`config.mk`:
```
export PLATFORM = sky130hd
export DESIGN_NAME = uart_alu_sequencer_flat
export DESIGN_NICKNAME = d
export VERILOG_FILES = /design/src/rtl/uart_alu_sequencer_pkg.sv /design/src/rtl/uart_alu_sequencer_if.sv /design/src/rtl/uart_alu_sequencer_timeout.sv /design/src/rtl/uart_alu_sequencer.sv /design/src/flat_wrapper.sv
export SDC_FILE = /design/constraint.sdc
export NUM_CORES = 1
export LEC_CHECK = 0
export BUFFER_PORTS_ARGS = -buffer_cell sky130_fd_sc_hd__buf_4
export CORE_ASPECT_RATIO = 0.7
export CORE_MARGIN = 1
export CORE_UTILIZATION = 49
export CTS_CLUSTER_SIZE = 8
export DETAILED_ROUTE_END_ITERATION = 8
export PLACE_DENSITY = 0.78
export SYNTH_ARGS = -nofsm -noshare
export SYNTH_HDL_FRONTEND = slang
export SYNTH_SLANG_ARGS = --single-unit
export TNS_END_PERCENT = 5
```
`constraint.sdc`:
```
create_clock -name i_clk -period 2 [get_ports i_clk]
set_input_delay 0.3 -clock i_clk [delete_from_list [all_inputs] [get_ports i_clk]]
set_output_delay 0.3 -clock i_clk [all_outputs]
set_load 0.03 [all_outputs]
```
`src/rtl/uart_alu_sequencer_pkg.sv`:
```
// rtl/uart_alu_sequencer_pkg.sv - shared types, opcodes and helpers for the UART/ALU sequencer
//
// Package uart_alu_pkg:
//   OP_W              opcode field width understood by is_valid_op
//   OP_ADD .. OP_SRL  ALU opcode encodings
//   ERR_BYTE_DEFAULT  byte sent back in place of a result for a bad opcode
//   ST_*, state_e     sequencer FSM state encodings
//   is_valid_op()     true when an opcode field is one of the supported ALU operations
package uart_alu_pkg;

    localparam int OP_W = 6;

    localparam logic [OP_W-1:0] OP_ADD = 6'b100000;
    localparam logic [OP_W-1:0] OP_SUB = 6'b100010;
    localparam logic [OP_W-1:0] OP_AND = 6'b100100;
    localparam logic [OP_W-1:0] OP_OR  = 6'b100101;
    localparam logic [OP_W-1:0] OP_XOR = 6'b100110;
    localparam logic [OP_W-1:0] OP_NOR = 6'b100111;
    localparam logic [OP_W-1:0] OP_SRA = 6'b000011;
    localparam logic [OP_W-1:0] OP_SRL = 6'b000010;

    localparam logic [7:0] ERR_BYTE_DEFAULT = 8'hEE;

    localparam logic [2:0] ST_WAIT_A    = 3'd0;
    localparam logic [2:0] ST_WAIT_B    = 3'd1;
    localparam logic [2:0] ST_WAIT_OP   = 3'd2;
    localparam logic [2:0] ST_EXEC      = 3'd3;
    localparam logic [2:0] ST_SEND_WAIT = 3'd4;

    typedef enum logic [2:0] {
        WAIT_A    = ST_WAIT_A,
        WAIT_B    = ST_WAIT_B,
        WAIT_OP   = ST_WAIT_OP,
        EXEC      = ST_EXEC,
        SEND_WAIT = ST_SEND_WAIT
    } state_e;

    function automatic logic is_valid_op(input logic [OP_W-1:0] op);
        case (op)
            OP_ADD, OP_SUB, OP_AND, OP_OR,
            OP_XOR, OP_NOR, OP_SRA, OP_SRL: return 1'b1;
            default:                        return 1'b0;
        endcase
    endfunction

endpackage

```
`src/rtl/uart_alu_sequencer_if.sv`:
```
// rtl/uart_alu_sequencer_if.sv - UART/ALU side signal bundle of the sequencer
//
// Signals (named from the sequencer's point of view):
//   i_rx_done_tick / i_rx_data   byte strobe and byte from the UART receiver
//   i_alu_result                 combinational ALU output
//   i_tx_done_tick               transmitter finished a byte
//   o_data_a / o_data_b          registered ALU operands
//   o_operation                  registered ALU opcode
//   o_tx_start / o_tx_data       transmitter start pulse and byte
//   o_busy, o_error, o_overrun   status
// Modports: master = sequencer, slave = UART/ALU environment.
interface uart_alu_sequencer_if #(
    parameter int DBIT  = 8,
    parameter int NB_OP = 6
);
    logic             i_rx_done_tick;
    logic [DBIT-1:0]  i_rx_data;
    logic [DBIT-1:0]  i_alu_result;
    logic             i_tx_done_tick;
    logic [DBIT-1:0]  o_data_a;
    logic [DBIT-1:0]  o_data_b;
    logic [NB_OP-1:0] o_operation;
    logic             o_tx_start;
    logic [DBIT-1:0]  o_tx_data;
    logic             o_busy;
    logic             o_error;
    logic             o_overrun;

    modport master (
        input  i_rx_done_tick, i_rx_data, i_alu_result, i_tx_done_tick,
        output o_data_a, o_data_b, o_operation, o_tx_start, o_tx_data,
               o_busy, o_error, o_overrun
    );

    modport slave (
        output i_rx_done_tick, i_rx_data, i_alu_result, i_tx_done_tick,
        input  o_data_a, o_data_b, o_operation, o_tx_start, o_tx_data,
               o_busy, o_error, o_overrun
    );

endinterface

```
`src/rtl/uart_alu_sequencer_timeout.sv`:
```
// rtl/uart_alu_sequencer_timeout.sv - inter-byte timeout counter (module seq_timeout_counter)
//
// Ports:
//   i_clk, i_reset   clock, synchronous active-low reset
//   clear_i          restart the count from zero (takes priority over count_en_i)
//   count_en_i       advance the count this cycle
//   expired_o        count has reached TIMEOUT_CYCLES-1 while counting is enabled
module seq_timeout_counter #(
    parameter int TIMEOUT_CYCLES = 50_000_000
) (
    input  logic i_clk,
    input  logic i_reset,
    input  logic clear_i,
    input  logic count_en_i,
    output logic expired_o
);

    localparam int CW = $clog2(TIMEOUT_CYCLES + 1);

    logic [CW-1:0] cnt_q;
    logic [CW-1:0] cnt_d;

    always_comb begin
        cnt_d = cnt_q;
        if (clear_i) begin
            cnt_d = '0;
        end else if (count_en_i) begin
            cnt_d = cnt_q + CW'(1);
        end
    end

    always_ff @(posedge i_clk) begin
        if (!i_reset) begin
            cnt_q <= '0;
        end else begin
            cnt_q <= cnt_d;
        end
    end

    assign expired_o = count_en_i && (cnt_q == CW'(TIMEOUT_CYCLES - 1));

endmodule

```
`src/rtl/uart_alu_sequencer.sv`:
```
// rtl/uart_alu_sequencer.sv - collects A/B/opcode bytes from the UART, drives the ALU, sends the result
//
// Ports:
//   i_clk     system clock
//   i_reset   synchronous, active-low reset
//   bus       uart_alu_sequencer_if.master (UART rx/tx, ALU operands/result, status)
// Build option: SEQ_TIMEOUT_EN adds an inter-byte timeout (TIMEOUT_CYCLES) that
// abandons a partial command with an o_error pulse.
module uart_alu_sequencer
    import uart_alu_pkg::*;
#(
    parameter int              DBIT     = 8,
    parameter int              NB_OP    = 6,
    parameter logic [DBIT-1:0] ERR_BYTE = DBIT'(ERR_BYTE_DEFAULT)
`ifdef SEQ_TIMEOUT_EN
    , parameter int            TIMEOUT_CYCLES = 50_000_000
`endif
) (
    input  logic                  i_clk,
    input  logic                  i_reset,
    uart_alu_sequencer_if.master  bus
);

    state_e           state_q, state_d;
    logic [DBIT-1:0]  data_a_q, data_a_d;
    logic [DBIT-1:0]  data_b_q, data_b_d;
    logic [NB_OP-1:0] op_q, op_d;
    logic [DBIT-1:0]  tx_data_q, tx_data_d;
    logic             tx_start_q, tx_start_d;
    logic             error_q, error_d;
    logic             overrun_q, overrun_d;

    logic             rx_tick;
    logic             op_ok;
    logic             timeout_expired;

    assign rx_tick = bus.i_rx_done_tick;

    // The whole byte must be a legal opcode: nothing set above the opcode field.
    assign op_ok = ((bus.i_rx_data >> NB_OP) == '0) &&
                   is_valid_op(OP_W'(bus.i_rx_data[NB_OP-1:0]));

`ifdef SEQ_TIMEOUT_EN
    logic to_count_en;
    logic to_clear;
    logic to_expired;

    // Counting only happens mid-command; any other state holds the counter at zero,
    // which also covers the clear on entry to WAIT_A.
    assign to_count_en = (state_q == WAIT_B) || (state_q == WAIT_OP);
    assign to_clear    = rx_tick || !to_count_en;

    seq_timeout_counter #(
        .TIMEOUT_CYCLES (TIMEOUT_CYCLES)
    ) u_timeout (
        .i_clk      (i_clk),
        .i_reset    (i_reset),
        .clear_i    (to_clear),
        .count_en_i (to_count_en),
        .expired_o  (to_expired)
    );

    // A byte arriving on the expiry cycle rescues the command.
    assign timeout_expired = to_expired && !rx_tick;
`else
    assign timeout_expired = 1'b0;
`endif

    always_comb begin
        state_d    = state_q;
        data_a_d   = data_a_q;
        data_b_d   = data_b_q;
        op_d       = op_q;
        tx_data_d  = tx_data_q;
        tx_start_d = 1'b0;
        error_d    = 1'b0;
        overrun_d  = 1'b0;

        case (state_q)
            WAIT_A: begin
                if (rx_tick) begin
                    data_a_d = bus.i_rx_data;
                    state_d  = WAIT_B;
                end
            end

            WAIT_B: begin
                if (rx_tick) begin
                    data_b_d = bus.i_rx_data;
                    state_d  = WAIT_OP;
                end else if (timeout_expired) begin
                    error_d = 1'b1;
                    state_d = WAIT_A;
                end
            end

            WAIT_OP: begin
                if (rx_tick) begin
                    if (op_ok) begin
                        op_d    = bus.i_rx_data[NB_OP-1:0];
                        state_d = EXEC;
                    end else begin
                        // Bad opcode: report it to the host instead of running the ALU.
                        tx_data_d  = ERR_BYTE;
                        tx_start_d = 1'b1;
                        error_d    = 1'b1;
                        state_d    = SEND_WAIT;
                    end
                end else if (timeout_expired) begin
                    error_d = 1'b1;
                    state_d = WAIT_A;
                end
            end

            EXEC: begin
                // Operands and opcode have been stable on the ALU for this cycle.
                tx_data_d  = bus.i_alu_result;
                tx_start_d = 1'b1;
                overrun_d  = rx_tick;
                state_d    = SEND_WAIT;
            end

            SEND_WAIT: begin
                overrun_d = rx_tick;
                // A done tick coincident with our own start pulse belongs to an
                // earlier byte, not the one we are launching.
                if (bus.i_tx_done_tick && !tx_start_q) begin
                    state_d = WAIT_A;
                end
            end

            default: begin
                state_d = WAIT_A;
            end
        endcase
    end

    always_ff @(posedge i_clk) begin
        if (!i_reset) begin
            state_q    <= WAIT_A;
            data_a_q   <= '0;
            data_b_q   <= '0;
            op_q       <= '0;
            tx_data_q  <= '0;
            tx_start_q <= 1'b0;
            error_q    <= 1'b0;
            overrun_q  <= 1'b0;
        end else begin
            state_q    <= state_d;
            data_a_q   <= data_a_d;
            data_b_q   <= data_b_d;
            op_q       <= op_d;
            tx_data_q  <= tx_data_d;
            tx_start_q <= tx_start_d;
            error_q    <= error_d;
            overrun_q  <= overrun_d;
        end
    end

    assign bus.o_data_a    = data_a_q;
    assign bus.o_data_b    = data_b_q;
    assign bus.o_operation = op_q;
    assign bus.o_tx_data   = tx_data_q;
    assign bus.o_tx_start  = tx_start_q;
    assign bus.o_error     = error_q;
    assign bus.o_overrun   = overrun_q;
    assign bus.o_busy      = (state_q == EXEC) || (state_q == SEND_WAIT);

endmodule

```
`src/flat_wrapper.sv`:
```
// flat-port wrapper written by rule: the top's interface ports become plain ports
module uart_alu_sequencer_flat import uart_alu_pkg::*;
#(
    parameter int              DBIT     = 8,
    parameter int              NB_OP    = 6,
    parameter logic [DBIT-1:0] ERR_BYTE = DBIT'(ERR_BYTE_DEFAULT)

)
  (i_clk, i_reset, bus_i_rx_done_tick, bus_i_rx_data, bus_i_alu_result, bus_i_tx_done_tick, bus_o_data_a, bus_o_data_b, bus_o_operation, bus_o_tx_start, bus_o_tx_data, bus_o_busy, bus_o_error, bus_o_overrun);
  uart_alu_sequencer_if #(.DBIT(DBIT), .NB_OP(NB_OP)) bus_i ();
  input  logic i_clk;
  input  logic i_reset;
  input wire logic [$bits(bus_i.i_rx_done_tick)-1:0] bus_i_rx_done_tick;
  input wire logic [$bits(bus_i.i_rx_data)-1:0] bus_i_rx_data;
  input wire logic [$bits(bus_i.i_alu_result)-1:0] bus_i_alu_result;
  input wire logic [$bits(bus_i.i_tx_done_tick)-1:0] bus_i_tx_done_tick;
  output wire logic [$bits(bus_i.o_data_a)-1:0] bus_o_data_a;
  output wire logic [$bits(bus_i.o_data_b)-1:0] bus_o_data_b;
  output wire logic [$bits(bus_i.o_operation)-1:0] bus_o_operation;
  output wire logic [$bits(bus_i.o_tx_start)-1:0] bus_o_tx_start;
  output wire logic [$bits(bus_i.o_tx_data)-1:0] bus_o_tx_data;
  output wire logic [$bits(bus_i.o_busy)-1:0] bus_o_busy;
  output wire logic [$bits(bus_i.o_error)-1:0] bus_o_error;
  output wire logic [$bits(bus_i.o_overrun)-1:0] bus_o_overrun;
  assign bus_i.i_rx_done_tick = bus_i_rx_done_tick;
  assign bus_i.i_rx_data = bus_i_rx_data;
  assign bus_i.i_alu_result = bus_i_alu_result;
  assign bus_i.i_tx_done_tick = bus_i_tx_done_tick;
  assign bus_o_data_a = bus_i.o_data_a;
  assign bus_o_data_b = bus_i.o_data_b;
  assign bus_o_operation = bus_i.o_operation;
  assign bus_o_tx_start = bus_i.o_tx_start;
  assign bus_o_tx_data = bus_i.o_tx_data;
  assign bus_o_busy = bus_i.o_busy;
  assign bus_o_error = bus_i.o_error;
  assign bus_o_overrun = bus_i.o_overrun;
  uart_alu_sequencer #(.DBIT(DBIT), .NB_OP(NB_OP), .ERR_BYTE(ERR_BYTE)) u_core (.i_clk(i_clk), .i_reset(i_reset), .bus(bus_i));
endmodule
```
# [After elaboration in Yosys (flattened, before gate mapping)]
# Index checks and enable logic that the tools add are counted.
[totals] inputBits=20 mem_bits_rw=0 ff_bits=36 output_inout_bits=34 mem_bits_ro=0 latch_bits=0 mem_count=0 word_cells=54
[op_classes] n_reduce_logical=16 n_eq_ne=17 mul=0 n_addsub=0 shift=0 div=0 bitwise_logic=0 order_cmp=0 n_mux=13
[ops] op="$eq 6x6->1 const B" n=6
[ops] op="$mux 8" n=2
[ops] op="$pmux 8 s2" n=1
[ops] op="$mux 3" n=5
[ops] op="$pmux 3 s5" n=1
[ops] op="$eq 6x2->1 const B" n=2
[ops] op="$logic_not 8->1" n=1
[ops] op="$ne 2x2->1 const B" n=4
[ops] op="$reduce_and 2->1" n=4
[ops] op="$reduce_or 8->1" n=1
[ops] op="$eq 3x2->1 const B" n=2
[ops] op="$reduce_and 3->1" n=2
[ops] op="$reduce_and 4->1" n=1
[ops] op="$eq 3x1->1 const B" n=1
[ops] op="$eq 3x3->1 const B" n=1
[ops] op="$logic_not 3->1" n=1
[ops] op="$mux 1" n=3
[ops] op="$logic_and 1x1->1" n=2
[ops] op="$ne 2x1->1 const B" n=1
[ops] op="$pmux 1 s2" n=1
[ops] op="$reduce_bool 2->1" n=1
[ops] op="$reduce_or 2->1" n=1
[ops] op="$logic_not 1->1" n=1
[ops] op="$logic_or 1x1->1" n=1

# [Depth between registers and ports, before layout]
# Gate-level depths: netlist of run 1.
[depth] word_depth=7 depth_mapped=5 ltp_nobuf=3

# [Least setup slack after synthesis of run 1]
# Ideal clock, no wire load.
[synth_timing] kind="reg2reg" from="register u_core.state_q[2]" to="register u_core.overrun_q (netlist: u_core.bus.o_overrun)" arrival_time_ns=1.648 stages_incl_launch_ff=5 setup_time_ns=0.061 setup_slack_ns=0.290 path_buffers=1 period_less_slack_ns=1.710 required_time_ns=1.939 cell_sequence="dfxtp_1 clkbuf_1 nand2b_1 o21ai_0 and3_2"
[synth_via] elab_chain_cells=3 elab_cells_between_ends=4 classes_between="eq/ne: 2; reduce/logical: 2"
[synth_lines] element="from (decl)" line="uart_alu_sequencer.sv:24" text="state_e state_q, state_d;"
[synth_lines] element="from (signal assigned)" line="uart_alu_sequencer.sv:149" text="state_q <= state_d;"
[synth_lines] element="$eq 3x3->1 / $eq 3x2->1 (equally long branches)" line="uart_alu_sequencer.sv:79" text="case (state_q)"
[synth_lines] element="$reduce_or 2->1 (no source line) *"
[synth_lines] element="$reduce_and 2->1 (no source line) *"
[synth_lines] element="to (signal assigned)" line="uart_alu_sequencer.sv:156" text="overrun_q <= overrun_d;"
[synth_lines] element="to (decl)" line="uart_alu_sequencer.sv:31" text="logic overrun_q, overrun_d;"
# Mark *: on every way between the ends. The rest lies on a longest branch, timed or not.
# A chain may end at the register's enable or synchronous reset.

# [Worst setup path after layout of run 1]
[layout_timing] from="register u_core.state_q[1]" to="output port bus_o_busy"
[layout_via] elab_chain_cells=2 elab_cells_between_ends=3 classes_between="eq/ne: 2; reduce/logical: 1"
[layout_lines] element="$eq 3x2->1 / $eq 3x3->1 (equally long branches)" line="uart_alu_sequencer.sv:167" text="assign bus.o_busy = (state_q == EXEC) || (state_q == SEND_WAIT);"
[layout_lines] element="$logic_or 1x1->1 *" line="uart_alu_sequencer.sv:167"
[layout_lines] element="to (decl)" line="flat_wrapper.sv:22" text="output wire logic [$bits(bus_i.o_busy)-1:0] bus_o_busy;"
# Marked as above.

==> results of run 1 <==
synthesized netlist by cell type, types with 3 or more instances:
cell type | count | area [um^2]
a2111oi_0 | 6 | 52.55
nor3b_1 | 3 | 22.52
nor2_1 | 16 | 60.06
o21ai_0 | 5 | 25.02
mux2i_1 | 13 | 130.1
clkbuf_1 | 9 | 33.78
o2111ai_1 | 3 | 26.28
a21oi_1 | 16 | 80.08
dfxtp_1 | 36 | 720.7
nand3_1 | 4 | 20.02
inv_1 | 7 | 26.28
nand2_1 | 24 | 90.09
nor2b_1 | 7 | 43.79
cell usage in the layout (no fill, tap or decap), drive strengths merged:
cell type	Yosys	layout
or2	1	1
nand4b	1	1
or4	2	2
nand3b	2	2
and3b	1	1
clkinv	1	2
nand2	24	24
nand2b	2	2
o21ai	5	5
a2111oi	8	8
and3	1	1
nand3	4	4
a31oi	2	2
nor4	1	1
nor2b	7	7
or4b	1	1
mux2i	13	13
a21oi	16	16
nor2	16	16
or2b	1	1
buf	3	58
nor4b	1	1
nor3b	3	3
clkbuf	10	6
or4bb	1	1
o211ai	1	1
and4bb	1	1
o31ai	1	1
dfxtp	36	36
inv	7	7
o2111ai	3	3
kinds of logic (layout without fill, tap and decap cells):
family | after synthesis | in the layout | synth area share [%]
mux | 13 | 13 | 8.234
buf+inv | 21 | 73 | 5.383
simple gates | 70 | 70 | 23.91
compound gates | 36 | 36 | 16.86
flops | 36 | 36 | 45.61
final timing paths:
kind	end	slack, ns	cells after the start
worst max-delay path	bus_o_busy	0.18	4
worst min-delay path	u_core.bus.o_data_a[6]	0.29	3
worst max register to register	u_core.bus.o_operation[2]	0.29	3
worst min register to register	u_core.bus.o_data_a[4]	0.45	2
flip-flops by register name, indices dropped and copies added (netlist names):
signal                  count
u_core.bus.o_tx_data        8
u_core.bus.o_data_b         8
u_core.state_q              3
u_core.bus.o_tx_start       1
u_core.bus.o_data_a         8
u_core.bus.o_operation      6
u_core.bus.o_error          1
u_core.bus.o_overrun        1
power by group through the flow:
stage | combinational, W | clock, W | sequential, W
global placement | 0.000261 | 0 | 0.000778
global route | 0.000287 | 0.000524 | 0.000767
CTS | 0.000267 | 0.000488 | 0.000764
finish | 0.000268 | 0.000475 | 0.000764
detailed placement | 0.000266 | 0 | 0.000780
floorplan | 0.000117 | 0 | 0.000826
routing by layer:
metal	share of wire, %	routed length, um	vias to the layer above
li1	-	-	717
met1	50	1878	693
met2	44	1655	39
met3	4.6	174	8
met4	1.8	67	0
met5	0	0	-
timing repair:
| item | 4_1_cts | 5_1_grt |
|---|---|---|
| setup endpoints to repair | 0 | 2 |
| resized for setup | 0 | 1 |
| setup buffers | 0 | 0 |
| hold buffers | 0 | 0 |
area by class of cell:
type | count | area [um^2]
inverters | 8 | 30.03
well taps | 36 | 45.04
clock buffers | 6 | 72.57
repair buffers | 58 | 435.4
flip-flops and latches | 36 | 720.7
multi-input cells | 119 | 777.0
clock inverters | 1 | 5.005
fillers | 227 | 837.1
through the flow:
stage | hold WS [ns] | std cells | area, um^2
finish | 0.2892 | 264 | 2086
global route | 0.2860 | 264 | 2086
CTS | 0.2804 | 264 | 2083
detailed placement | 0.4472 | 257 | 2006
global placement | 0.4445 | 257 | 2006
floorplan | 0.4360 | 176 | 1580
worst max-delay path, stage by stage (launching register included):
cell	delay (ns)
dfxtp_1	0.42
buf_4	0.20
nand3b_1	0.22
o21ai_0	0.19
buf_4	0.21
==> impl_metrics.py, run 1 <==
metrics = {
    "outcome": {
        "status": "complete, no violations",
    },
    "placed_design": {
        "dp_worst_setup_slack_ns": 0.1090,
        "gp_congestion": 0.7904,
        "hpwl_um": 2836,
        "io_buffer_count": 53,
    },
    "sta": {
        "maxSlewHeadroom_pct": 53.87,
        "tns_ns": 0,
        "rsz0062_at_grt": "false",
        "timing.fmax_mhz": 548.8,
        "worstMarginPinSlew_ns": 0.6901,
        "finalCritPeriodShare_pct": 91.10,
        "finalClockSkew_ns": 0.007530,
        "finalHoldViolations": 0,
        "slew_violations": 0,
        "setup_slack_ns": 0.1780,
        "setup_violations": 0,
        "fin_crit_ns": 1.822,
    },
    "logic_synthesis": {
        "synth-edff-count": 0,
        "synth_area_um2": 1580,
        "synthFlopType": "dfxtp_1",
        "syn_nets": 196,
        "yosys_warnings": 0,
        "synth_cell_types": 36,
        "syn_inst": 176,
        "synth_seq_cells": 36,
        "syn_area_per_cell_um2": 8.979,
        "seq_area_frac_synth_pct": 45.61,
        "async_reset_ff_share_pct": 0,
    },
    "floorplanning": {
        "core-area_um2": 2923,
        "die_width_um": 69.88,
        "io_pins": 54,
        "core.rowCount": 16,
        "initial_utilization_pct": 54.07,
        "dieArea_um2": 3460,
        "die_h_um": 49.52,
    },
    "worst_setup_path": {
        "cp_max_fo": 9,
        "worst-setup-path-type": "reg -> out",
        "crit_start": "u_core.state_q[1]",
        "r2r_start": "u_core.state_q[1]",
        "end_kind": "primary output",
        "worstPathArrival_ns": 1.52,
        "crit_required_ns": 1.70,
        "startpoint_type": "register",
    },
    "global_route": {
        "gr-total-overflow": 0,
        "grt_pass1_wl_um": 6348,
        "grt_usage_pct": 23.57,
        "grt_max_degree": 21,
        "use_met2_pct": 36.06,
        "grt_use_met3_pct": 5.930,
        "grt_pass1_vias": 1381,
        "antenna_found_initial": 0,
        "gr-usage-met1_pct": 31.63,
        "gr-max-usage-layer": "met2",
    },
    "min_path": {
        "hold_class": "in -> reg",
        "holdCritStartpoint": "bus_i_rx_data[6]",
    },
    "drt": {
        "vias": 1457,
        "first_iter_violations": 65,
        "routed_wl_um": 3776,
        "drtAntennaViolNets": 0,
        "drc": 0,
        "wl_per_cell_um": 14.30,
        "drt_first_pass_iters": 7,
        "vias_per_cell": 5.519,
    },
    "clock_network": {
        "cts_tree": "yes",
        "cts_buffers": 5,
        "clockBufferDepth": 2,
        "clk_latency_ns": 0.29,
        "clkTransAtPathRegs_ns": 0.07,
        "clock_sinks": 36,
        "cts_root_buf": "clkbuf_8",
        "h-tree-depth": 2,
    },
    "layout": {
        "fin_util_pct": 71.36,
        "drive_gt1_share_pct": 32.02,
        "nets": 248,
        "area_growth_pct": 31.99,
        "antennaDiodeCount": 0,
    },
    "pwr": {
        "peakVddDrop_v": 0.0005653,
        "switching_share_pct": 27.76,
        "totalPowerFinal_w": 0.001507,
        "power_leakage_nw": 0.8428,
        "p_comb_share_pct": 17.8,
        "netSwitchingPower_w": 0.0004183,
        "cellPowerDensity_nw_per_um2": 722.4,
        "clock_power_share_pct": 31.5,
        "intPower_w": 0.001088,
        "pwr-share-seq_pct": 50.7,
    },
    "run": {
        "drv_cap": 0,
    },
}
Power figures use the tool's default switching activity.
==> run 2: changes to the inputs <==
Settings changed: PLACE_DENSITY 0.78 to default, PLACE_DENSITY_LB_ADDON from default to 0.05.
==> run 2 against run 1 <==
  * Utilization up 0.60 points
  * Clock skew is essentially flat
  * Fmax increased by 1.2%
  * Count of clock-buffer cells in the layout grew 2
  * Hold slack better by 0.0022 ns
  * Critical path depth unchanged
  * Sequential cell count is the same
  * Register-to-register slack lost 0.04 ns
  * Sequential share of layout area fell by 0.29 points
  * Wire length grew 5.9%
  * Die area did not move
  * Largest cell class unchanged
  * Highest routed layer unchanged
==> impl_metrics.py, run 2 (same netlist as run 1, synthesis figures left out) <==
metrics = {
    "worst_setup_path": {
        "reg2reg_depth": 4,
        "critPathMostFrequentCell": "buf_4",
        "worstSetupEndpoint": "bus_o_busy",
        "crit_family": "buffers and inverters",
        "r2r_end": "u_core.bus.o_tx_data[5]",
        "r2r_start": "u_core.state_q[1]",
        "ff2ff_setup_slack_ns": 0.25,
        "worst-path-stages": 4,
        "cpPeakStageDelay_ns": 0.34,
        "crit_slowest_cell": "dfxtp_1",
        "worst-setup-path-type": "reg -> out",
        "crit_start": "u_core.state_q[0]",
        "worstPathArrival_ns": 1.50,
        "startpoint_type": "register",
        "cp_max_fo": 17,
        "end_kind": "primary output",
        "crit_chain": "buf_4 > nand3b_1 > o21ai_0 > buf_4",
        "crit_required_ns": 1.70,
        "path_buf_inv": 2,
    },
    "placed_design": {
        "dpl.cell_count": 258,
        "dp_worst_setup_slack_ns": 0.1119,
        "hpwl_um": 2867,
        "gp_congestion": 0.8129,
        "io_buffer_count": 53,
    },
    "clock_network": {
        "cts_root_buf": "clkbuf_8",
        "clock_sinks": 36,
        "cts_hold_buf": 0,
        "cts_buffers": 5,
        "h-tree-depth": 2,
        "cts-resized-gates": 0,
        "clkTransAtPathRegs_ns": 0.07,
        "clk_latency_ns": 0.28,
        "cts_tree": "yes",
        "clockBufferDepth": 2,
        "postCtsSetupRepairBufs": 0,
    },
    "sta": {
        "hold_slack_ns": 0.2914,
        "finalHoldViolations": 0,
        "rsz0062_at_grt": "false",
        "tns_ns": 0,
        "finalCritPeriodShare_pct": 90.06,
        "finalClockSkew_ns": 0.007794,
        "slew_violations": 0,
        "worstMarginPinSlew_ns": 0.6480,
        "setup_violations": 0,
        "timing.fmax_mhz": 555.2,
        "fin_crit_ns": 1.801,
        "maxSlewHeadroom_pct": 56.71,
        "setup_slack_ns": 0.1988,
    },
    "pwr": {
        "netSwitchingPower_w": 0.0004249,
        "intPower_w": 0.001135,
        "p_comb_share_pct": 17.7,
        "power_leakage_nw": 0.8521,
        "totalPowerFinal_w": 0.001560,
        "peakVddDrop_v": 0.0004547,
        "clock_power_share_pct": 33.4,
        "cellPowerDensity_nw_per_um2": 741.7,
        "switching_share_pct": 27.24,
        "pwr-share-seq_pct": 48.9,
    },
    "drt": {
        "vias_per_cell": 5.553,
        "routed_wl_um": 3998,
        "drt_first_pass_iters": 4,
        "vias": 1477,
        "drc": 0,
        "wl_per_cell_um": 15.03,
        "drtAntennaViolNets": 0,
        "first_iter_violations": 72,
    },
    "layout": {
        "drive_gt1_share_pct": 31.74,
        "final_cells": 266,
        "mostFrequentLayoutCells": "buf_4 (59), dfxtp_1 (36), nand2_1 (24)",
        "antennaDiodeCount": 0,
        "area_growth_pct": 33.10,
        "layout_commonest_cell": "buf_4",
        "nets": 249,
    },
    "floorplanning": {
        "io_pins": 54,
        "core-area_um2": 2923,
        "core.rowCount": 16,
        "die_width_um": 69.88,
        "die_h_um": 49.52,
        "dieArea_um2": 3460,
        "initial_utilization_pct": 54.07,
    },
    "min_path": {
        "hold_class": "in -> reg",
    },
    "global_route": {
        "grt_pass1_wl_um": 6513,
        "antenna_found_initial": 0,
        "grt_pass1_vias": 1387,
        "grt_usage_pct": 24.16,
        "gr-total-overflow": 0,
        "grt_max_degree": 27,
    },
    "run": {
        "drv_cap": 0,
    },
    "outcome": {
        "status": "complete, no violations",
    },
}
-- run 2: changes by cell type in the layout (fill, tap and decap cells not counted), sizes merged --
cell,before,now
buf,58,59
clkinv,2,1
clkbuf,6,8
-- run 2: metrics by stage --
stage | util (%) | instance area [um^2]
2_1_floorplan | - | 1580
3_3_place_gp | 68.88 | 2013
3_5_place_dp | 68.88 | 2013
4_1_cts | 71.96 | 2103
5_1_grt | 71.96 | 2103
6_report | 71.96 | 2103
-- run 2: worst min path at each step --
stage,start,endpoint,slack [ns],depth (start not counted)
floorplan,bus_i_rx_data[0],u_core.bus.o_data_a[0],0.44,2
global placement,u_core.bus.o_data_a[7],u_core.bus.o_data_a[7],0.44,2
detailed placement,u_core.bus.o_data_a[0],u_core.bus.o_data_a[0],0.45,2
CTS,bus_i_rx_data[4],u_core.bus.o_data_a[4],0.29,3
global route,bus_i_rx_data[4],u_core.bus.o_data_a[4],0.29,3
finish,bus_i_rx_data[4],u_core.bus.o_data_a[4],0.29,3
-- run 2: power by group through the flow --
stage	logic (W)	registers, W	clock network [W]
after floorplan	0.000117	0.000826	0
after global placement	0.000265	0.000776	0
after detailed placement	0.000273	0.000778	0
after CTS	0.000274	0.000762	0.000529
after global routing	0.000296	0.000765	0.000563
final	0.000277	0.000762	0.000521
-- run 2: cell type report --
class,count,area (um^2)
tap,36,45.04
multi-input combinational,119,774.5
sequential,36,720.7
clock buffer,8,90.09
fill,236,819.5
inverter,8,30.03
timing repair buffer,59,442.9
-- run 2: metal layers --
metal  track usage (%)  part of all wire, %  up-vias
met5                 0                    0        -
met4             10.33                  1.9        0
met3             5.521                  5.1        8
met2             37.02                   44       44
met1             32.82                   49      703
li1                  -                    -      722
-- run 2: worst register-to-register path: cells and delay by family, from the launching register on --
family	cells	cell delay (ns)
flops	1	0.32
simple gates	1	0.56
buf+inv	1	0.18
compound gates	2	0.55
==> run 3: changes to the inputs <==
Settings changed: ABC_AREA from default to 1, CORE_UTILIZATION 49 to 51.
Clock period 2 ns to 2.2 ns, I/O delays scaled along.
==> run 3 against run 2 <==
  * Sequential cell count is the same
  * Final area down 8.2%
  * Clock power down 17%
  * Sequential share of layout area grew 3.0 points
  * Highest routed layer unchanged
  * Final cell count up 1.1%
  * Largest cell class is now flip-flops and latches
==> impl_metrics.py, run 3 <==
metrics = {
    "floorplanning": {
        "io_pins": 54,
        "initial_utilization_pct": 56.06,
        "die_width_um": 65.54,
        "dieArea_um2": 3046,
        "die_h_um": 46.48,
        "core.rowCount": 15,
        "core-area_um2": 2571,
    },
    "layout": {
        "area_growth_pct": 34.03,
        "nets": 255,
        "drive_gt1_share_pct": 37.02,
        "final_area_um2": 1932,
        "layout_commonest_cell": "buf_4",
        "mostFrequentLayoutCells": "buf_4 (53), dfxtp_1 (36), nor2_1 (28)",
        "antennaDiodeCount": 0,
    },
    "sta": {
        "worstMarginPinSlew_ns": 0.4536,
        "maxSlewHeadroom_pct": 69.72,
        "fin_crit_ns": 1.957,
        "rsz0062_at_grt": "false",
        "hold_slack_ns": 0.3129,
        "slew_violations": 0,
        "timing.fmax_mhz": 511.1,
        "tns_ns": 0,
        "finalClockSkew_ns": 0.003173,
        "setup_violations": 0,
        "finalCritPeriodShare_pct": 88.94,
        "finalHoldViolations": 0,
    },
    "logic_synthesis": {
        "yosys-top-cells-count": "dfxtp_1 (36), nor2_1 (28), a21oi_1 (19), o21ai_0 (18), nand2_1 (17)",
        "seq_area_frac_synth_pct": 50.00,
        "synth_most_common_cell": "dfxtp_1",
        "syn_area_per_cell_um2": 8.008,
        "synth_cell_types": 25,
        "yosys_warnings": 0,
        "synthTopCellsByArea": "dfxtp_1 (50%), nor2_1 (7.3%), a21oi_1 (6.6%)",
        "synth_area_um2": 1441,
        "syn_nets": 200,
        "synth_seq_cells": 36,
        "async_reset_ff_share_pct": 0,
        "syn_inst": 180,
        "yosysTopAreaCell": "dfxtp_1",
        "synth_top_area_share_pct": 50.00,
        "synthFlopType": "dfxtp_1",
        "synth-edff-count": 0,
    },
    "pwr": {
        "netSwitchingPower_w": 0.0004485,
        "p_comb_share_pct": 21.1,
        "peakVddDrop_v": 0.0003894,
        "power_leakage_nw": 0.8539,
        "cellPowerDensity_nw_per_um2": 762.3,
        "pwr-share-seq_pct": 49.4,
        "intPower_w": 0.001024,
        "switching_share_pct": 30.45,
        "clock_power_share_pct": 29.5,
    },
    "worst_setup_path": {
        "cpPeakStageDelay_ns": 0.56,
        "crit_required_ns": 1.87,
        "startpoint_type": "register",
        "crit_slowest_cell": "dfxtp_1",
        "ff2ff_setup_slack_ns": 0.74,
        "end_kind": "primary output",
        "crit_chain": "clkinv_1 > nor2_2 > a21oi_1 > inv_1 > buf_4",
        "worst-setup-path-type": "reg -> out",
        "cp_max_fo": 8,
        "reg2reg_depth": 5,
        "r2r_start": "u_core.state_q[0]",
        "worstPathArrival_ns": 1.63,
        "r2r_end": "u_core.bus.o_tx_data[3]",
        "crit_start": "u_core.state_q[0]",
        "worstSetupEndpoint": "bus_o_busy",
    },
    "outcome": {
        "status": "complete, no violations",
    },
    "clock_network": {
        "cts_root_buf": "clkbuf_8",
        "clockBufferDepth": 2,
        "cts-resized-gates": 0,
        "clkTransAtPathRegs_ns": 0.07,
        "h-tree-depth": 2,
        "cts_buffers": 5,
        "cts_tree": "yes",
        "clk_latency_ns": 0.29,
        "postCtsSetupRepairBufs": 0,
        "clock_sinks": 36,
        "cts_hold_buf": 0,
    },
    "placed_design": {
        "io_buffer_count": 53,
        "hpwl_um": 2420,
        "gp_congestion": 0.8186,
        "postPlaceCellArea_um2": 1854,
    },
    "drt": {
        "routed_wl_um": 3320,
        "vias_per_cell": 5.063,
        "first_iter_violations": 87,
        "drt_first_pass_iters": 4,
        "vias": 1362,
        "drc": 0,
        "wl_per_cell_um": 12.34,
        "drtAntennaViolNets": 0,
    },
    "global_route": {
        "antenna_found_initial": 0,
        "grt_usage_pct": 24.55,
        "grt_max_degree": 25,
        "grt_pass1_vias": 1213,
        "grt_pass1_wl_um": 5299,
        "gr-total-overflow": 0,
    },
    "run": {
        "drv_cap": 0,
    },
    "min_path": {
        "hold_class": "in -> reg",
    },
}
[run 3: worst min-delay path by stage]
stage | cells after the start | slack (ns) | startpoint | endpoint
floorplan | 2 | 0.47 | i_reset | u_core.bus.o_data_b[4]
CTS | 3 | 0.31 | bus_i_alu_result[4] | u_core.bus.o_tx_data[4]
finish | 3 | 0.31 | bus_i_alu_result[4] | u_core.bus.o_tx_data[4]
global placement | 2 | 0.43 | u_core.bus.o_operation[3] | u_core.bus.o_operation[3]
detailed placement | 2 | 0.44 | u_core.bus.o_data_b[5] | u_core.bus.o_data_b[5]
global route | 3 | 0.31 | bus_i_alu_result[4] | u_core.bus.o_tx_data[4]
[run 3: routing by layer]
metal | vias up | global-route usage, % | wire, um
met2 | 59 | 35.46 | 1472
met4 | 0 | 9.130 | 21
met3 | 4 | 12.38 | 271
li1 | 693 | - | -
met5 | - | 0 | 0
met1 | 606 | 31.38 | 1554
[run 3: area by class of cell]
cell class                 instances  area [um^2]
fill                             202        639.4
multi-input combinational        119        614.3
tap                               34        42.54
timing repair buffer              53        397.9
clock buffer                       6        72.57
inverter                          20        78.83
clock inverter                     1        5.005
sequential                        36        720.7
[run 3: power by group through the flow]
| stage | Clock, W | Sequential (W) | Combinational (W) |
|---|---|---|---|
| after floorplan | 0 | 0.000807 | 0.000129 |
| after global routing | 0.000488 | 0.000732 | 0.000337 |
| after global placement | 0 | 0.000738 | 0.000301 |
| after CTS | 0.000446 | 0.000727 | 0.000311 |
| after detailed placement | 0 | 0.000741 | 0.000309 |
| final | 0.000434 | 0.000728 | 0.000311 |
[run 3: critical path: cells and delay by family (launching register included)]
family | cells | cell delay [ns]
buffers and inverters | 3 | 0.43
DFF | 1 | 0.56
AOI/OAI and AO/OA | 1 | 0.09
and+or+nand+nor | 1 | 0.26
[run 3: stage by stage]
step / setup slack [ns] / power [W] / util (%) / cells
after CTS: 0.2585 / 0.001483 / 75.13 / 269
after detailed placement: 0.5804 / 0.001050 / 72.12 / 262
after global routing: 0.07510 / 0.001558 / 75.13 / 269
after floorplan: 0.8973 / 0.0009367 / - / 180
final: 0.2433 / 0.001473 / 75.13 / 269
after global placement: 0.6940 / 0.001039 / 72.12 / 262
[run 3: logic make-up after synthesis]
group | Yosys count | share of synthesized area (%)
flip-flops | 36 | 50.00
AO/OA/AOI/OAI | 44 | 16.06
buffers and inverters | 25 | 7.378
AND/OR/NAND/NOR | 75 | 26.56
